### config.mk
export PLATFORM = sky130hd
export DESIGN_NAME = ram_port_arbiter
export DESIGN_NICKNAME = d
export VERILOG_FILES = /design/src/rtl/ram_port_arbiter.sv
export SDC_FILE = /design/constraint.sdc
export NUM_CORES = 1
export LEC_CHECK = 0
export BUFFER_PORTS_ARGS = -buffer_cell sky130_fd_sc_hd__clkbuf_2
export CAP_MARGIN = 20
export CORE_UTILIZATION = 30
export DETAILED_ROUTE_END_ITERATION = 6
export SETUP_SLACK_MARGIN = 0.3
export SLEW_MARGIN = 5
export SYNTH_ARGS = -nofsm -noshare
export SYNTH_HDL_FRONTEND = slang
export SYNTH_SLANG_ARGS = --single-unit
### constraint.sdc
create_clock -name clk -period 1.59 [get_ports clk]
set_clock_uncertainty 0.2 [all_clocks]
set_input_delay 0.3975 -clock clk [delete_from_list [all_inputs] [get_ports clk]]
set_output_delay 0.3975 -clock clk [all_outputs]
set_load 0.02 [all_outputs]
### src/rtl/ram_port_arbiter.sv
// Two-requester arbiter in front of a single-port byte RAM with synchronous read.
// Accepted commands reach the RAM one cycle later; read data returns to its owner two cycles after accept.
module ram_port_arbiter #(
  parameter int ram_addr_width = 19,
  parameter int prio_mode      = 0
) (
  input  logic                      clk,
  input  logic                      rst,
  input  logic                      m0_req_valid,
  output logic                      m0_req_ready,
  input  logic                      m0_req_we,
  input  logic [ram_addr_width-1:0] m0_req_addr,
  input  logic [7:0]                m0_req_wdata,
  output logic                      m0_rsp_valid,
  output logic [7:0]                m0_rsp_rdata,
  input  logic                      m1_req_valid,
  output logic                      m1_req_ready,
  input  logic                      m1_req_we,
  input  logic [ram_addr_width-1:0] m1_req_addr,
  input  logic [7:0]                m1_req_wdata,
  output logic                      m1_rsp_valid,
  output logic [7:0]                m1_rsp_rdata,
  output logic                      ram_en,
  output logic                      ram_we,
  output logic [ram_addr_width-1:0] ram_addr,
  output logic [7:0]                ram_wdata,
  input  logic [7:0]                ram_rdata
);

  typedef enum logic {OWNER_M0 = 1'b0, OWNER_M1 = 1'b1} owner_t;

  owner_t                      last_grant;
  owner_t                      tag_owner;
  logic                        tag_rd;
  logic                        grant_m0;
  logic                        grant_m1;
  logic                        accept;
  logic                        sel_we;
  logic [ram_addr_width-1:0]   sel_addr;
  logic [7:0]                  sel_wdata;

  always_comb begin
    grant_m0 = 1'b0;
    grant_m1 = 1'b0;
    if (!rst) begin
      if (m0_req_valid && m1_req_valid) begin
        // On a tie fixed mode always favours m0; round-robin hands it to whoever did not win last.
        if ((prio_mode != 0) || (last_grant == OWNER_M1)) begin
          grant_m0 = 1'b1;
        end else begin
          grant_m1 = 1'b1;
        end
      end else begin
        grant_m0 = m0_req_valid;
        grant_m1 = m1_req_valid;
      end
    end
  end

  assign m0_req_ready = grant_m0;
  assign m1_req_ready = grant_m1;
  assign accept       = grant_m0 | grant_m1;
  assign sel_we       = grant_m1 ? m1_req_we    : m0_req_we;
  assign sel_addr     = grant_m1 ? m1_req_addr  : m0_req_addr;
  assign sel_wdata    = grant_m1 ? m1_req_wdata : m0_req_wdata;

  always_ff @(posedge clk) begin
    if (rst) begin
      last_grant   <= OWNER_M1;
      ram_en       <= 1'b0;
      ram_we       <= 1'b0;
      ram_addr     <= '0;
      ram_wdata    <= '0;
      tag_rd       <= 1'b0;
      tag_owner    <= OWNER_M0;
      m0_rsp_valid <= 1'b0;
      m1_rsp_valid <= 1'b0;
    end else begin
      if (accept) begin
        last_grant <= grant_m1 ? OWNER_M1 : OWNER_M0;
        ram_addr   <= sel_addr;
        ram_wdata  <= sel_wdata;
      end
      ram_en       <= accept;
      ram_we       <= accept & sel_we;
      // Stage one tags the RAM command; stage two lines up with the RAM's read data.
      tag_rd       <= accept & ~sel_we;
      tag_owner    <= grant_m1 ? OWNER_M1 : OWNER_M0;
      m0_rsp_valid <= tag_rd && (tag_owner == OWNER_M0);
      m1_rsp_valid <= tag_rd && (tag_owner == OWNER_M1);
    end
  end

  assign m0_rsp_rdata = ram_rdata;
  assign m1_rsp_rdata = ram_rdata;

endmodule

-- Word level (Yosys, flattened, before mapping)
Index checks and enable logic that the tools add are counted.
- output and inout bits: 49
- word-level logic and storage cells: 27
- register bits after elaboration: 34
- input bits: 68
- muxes and demuxes: 10
- bitwise logic cells: 5
- reductions and logical operators: 3
- operators with widths (cell ; number):
    two-way mux 19 bit ; 1
    two-way mux 1 bit ; 8
    two-way mux 8 bit ; 1
    logical AND 1 bit ; 3
    AND 1 bit ; 2
    NOT 1 bit ; 2
    bitwise OR 1 bit ; 1

-- Longest topological paths before layout
- depth in word-level cells: 6
- depth in mapped cells: 5
- gate-level depth less buffers: 3

-- Worst setup path before layout
OpenSTA, ideal clock, no wires.
- kind: input-to-output
- start: input port m0_req_valid
- end: output port m1_req_ready
- path buffers: 2
- slack: -0.207 ns
- required time: 0.992 ns
- stages on the path: 5
- arrival time: 1.199 ns
- cells stage by stage: and2_1 -> or2_1 -> buf_2 -> buf_6 -> inv_2
- word-level cells in the longest chain between the ends: 3
- RTL lines (item ; line ; RTL):
    start: declaration ; 9 ; input logic m0_req_valid,
    logical AND 1 bit ; 46 ; if (m0_req_valid && m1_req_valid) begin
    two-way mux 1 bit ; 46 ;
    two-way mux 1 bit ; 45 ; if (!rst) begin
    end: declaration ; 17 ; output logic m1_req_ready,
Every way passes these cells.

-- Worst setup path in the final report
- start: register last_grant
- end: output port m1_req_ready
- word-level cells in the longest chain between the ends: 3
- RTL lines (item ; line ; RTL):
    start: declaration ; 32 ; owner_t last_grant;
    start signal: assignment ; 80 ; last_grant <= grant_m1 ? OWNER_M1 : OWNER_M0;
    two-way mux 1 bit ; 48 ; if ((prio_mode != 0) || (last_grant == OWNER_M1)) begin
    two-way mux 1 bit ; 46 ;
    two-way mux 1 bit ; 45 ;
Every way passes these cells.

==> flow_metrics.tcl <==
set metrics [dict create \
    status "complete, but fails checks" \
    violations "negative setup slack" \
    cellInternalPower_mw 1.84 \
    viasPerCell 4.94 \
    p_sw_share_pct 29.7 \
    timing.max_cap.violations 0 \
    comb_power_share_pct 32.8 \
    whs_path_depth 3 \
    seqPwrFrac_pct 38.1 \
    syn_area_per_cell_um2 8.77 \
    max_freq_mhz 566 \
    fp-row-count 26 \
    synth-edff-count 0 \
    cp.required_ns 0.99 \
    rr_startpoint "last_grant" \
    syn_area_um2 1690 \
    grt_pass1_vias 1745 \
    wl_per_cell_um 16.4 \
    placed_area_um2 2210 \
    total_power_mw 2.61 \
    reg2reg_depth 6 \
    drt_pre_antenna_iters 4 \
    die_area_um2 5950 \
    clock_power_share_pct 29.1 \
    netlist.area_leader.share_pct 40.2 \
    clock_path_buffers 2 \
    worstPathMaxFanout 2 \
    hold_violations 0 \
    p_switching_mw 0.776 \
    hold_end "ram_we" \
    min_from "m0_req_we" \
    ys_seq_area_share_pct 40.2 \
    die_h_um 77.1 \
    timing.slew.headroom_pct 61.9 \
    tightest_slew_ns 0.572 \
    fin_tns_setup_ns -2.67 \
    numCtsBuffers 5 \
    layoutNonFillerInstCount 364 \
    setup_viol 29 \
    grt_max_degree 32 \
    yosysMostFrequentCell "nor2_1" \
    power_density_nw_per_um2 779 \
    min_path_type "input pin to register" \
    cp-end-kind "primary output" \
    cts_tree "done" \
    drt_iter0_drc 54 \
    htreeDepth 2 \
    grt_pass1_wl_mm 8.54 \
    post-route-min-period_ns 1.77 \
    rrSetupSlack_ns -0.17 \
    overflow 0 \
    io_pins 117 \
    holdBufCountCts 0 \
    finalCoreUtilization_pct 63.7 \
    ant_nets 0 \
    worstReg2RegEnd "ram_addr[3]" \
    synthFlopType "dfxtp_1" \
    dp_cells 336 \
    preCtsSetupSlack_ns -0.344 \
    path_delay_family "simple AND/OR/NAND/NOR gates" \
    synthDistinctLibCells 23 \
    fp.coreArea_um2 5270 \
    arrival_ns 1.17 \
    synth_top_area_cell "dfxtp_1" \
    cp.buffers_inverters 2 \
    synth_seq_cells 34 \
    min_period_over_period_pct 111 \
    clk_pin_slew_ns 0.07 \
    fin_ws_ns -0.175 \
    clk_latency_ns 0.28 \
    irDropWorstVdd_mv 0.471 \
    nets 361 \
    antenna_found_initial 0 \
    syn-num-nets 261 \
    final_area_um2 3360 \
    drc 0 \
    die_w_um 77.1 \
    path_cells "and2_4, or2_4, inv_8, buf_8" \
    vias 1797 \
    synth_area_leaders "dfxtp_1 40%, a2111oi_2 16%, nor2_1 12%" \
    grtUsageTotal_pct 18.6 \
    synth_warnings 0 \
    wirelength_mm 5.99 \
    whs_ns 0.202 \
    dp_hpwl_mm 3.20 \
    io_buffers 92 \
    slowest_delay_ns 0.32 \
    gp_congestion 0.687 \
    cp_slowest_cell "dfxtp_2" \
    critPathKind "register to primary output" \
    worstSetupStartpointType "register" \
    synth_cells 193 \
    async_flop_share_pct 0 \
    start_util_pct 32.1 \
    drive_gt1_share_pct 72.1 \
    p_leak_nw 1.39 \
    clock_sinks 34 \
    cts_root_buffer "clkbuf_8" \
    syn_to_final_growth_pct 98.2 \
    diodes 0 \
    drv_slew 0 \
    rsz0062_at_grt "true" \
    synth_commonest_cells "56 x nor2_1, 34 x dfxtp_1, 27 x nor3_1, 18 x a2111oi_2, 16 x buf_4" \
]
-- flip-flops by register name, indices dropped and copies added, names as in the netlist --
signal,cells
last_grant,1
m0_rsp_valid,1
m1_rsp_valid,1
ram_addr,19
ram_en,1
ram_wdata,8
ram_we,1
tag_owner,1
tag_rd,1
-- worst max path at each step --
stage | start | end | slack [ns] | cells past startpoint
floorplan | m0_req_valid | m1_req_ready | -0.11 | 5
global placement | rst | ram_addr[7] | -0.26 | 5
detailed placement | m0_req_valid | ram_addr[6] | -0.34 | 5
CTS | last_grant | m1_req_ready | -0.19 | 4
global route | last_grant | ram_addr[3] | -0.24 | 6
finish | last_grant | m1_req_ready | -0.18 | 4
-- layout make-up --
cell class	instances	area [um^2]
fillers	428	1910
multi-input cells	124	1250
repair buffers	126	1170
flip-flops and latches	34	721
clock buffers	8	110
well taps	70	87.6
inverters	2	15.0
-- placed cells by master (no fill, tap or decap), drive strengths merged --
cell type / n
clkbuf: 68
buf: 66
nor2: 57
dfxtp: 34
a2111oi: 27
nor3: 27
or2: 2
inv: 2
nor3b: 2
and2: 1
nand2b: 1
nor2b: 1
and3b: 1
or3b: 1
o21ai: 1
a21boi: 1
o21bai: 1
and3: 1
-- power groups by stage --
stage	Combinational, mW	Sequential [mW]	Clock (mW)
2_1_floorplan	0.284	1.05	0
3_3_place_gp	0.497	0.973	0
3_5_place_dp	0.504	0.972	0
4_1_cts	0.688	0.975	0.777
5_1_grt	0.907	1.00	0.835
6_report	0.858	0.994	0.760
-- cell families (layout without fill, tap and decap cells) --
logic type	after synthesis	after routing	share of synthesized area [%]
compound gates	30	30	22.5
buf+inv	35	136	12.4
flops	34	34	40.2
simple gates	94	94	24.9
-- timing repair --
item / in CTS / in global routing
pin swaps: 2 / 5
gates resized for setup: 120 / 70
buffers inserted: 6 / 12
endpoints found under the setup margin: 63 / 63
gates cloned: 2 / 0
-- worst min-delay path: stages --
cell      delay (ns)
clkbuf_2        0.08
o21ai_1         0.09
a21boi_1        0.08
-- layer usage --
metal | up-vias | routed length [um] | track usage, %
met5 | - | 0 | 0
met4 | 0 | 67 | 6.98
met3 | 8 | 278 | 4.64
met2 | 58 | 3130 | 32.3
met1 | 866 | 2510 | 21.7
li1 | 865 | - | -
Power figures use the tool's default switching activity.
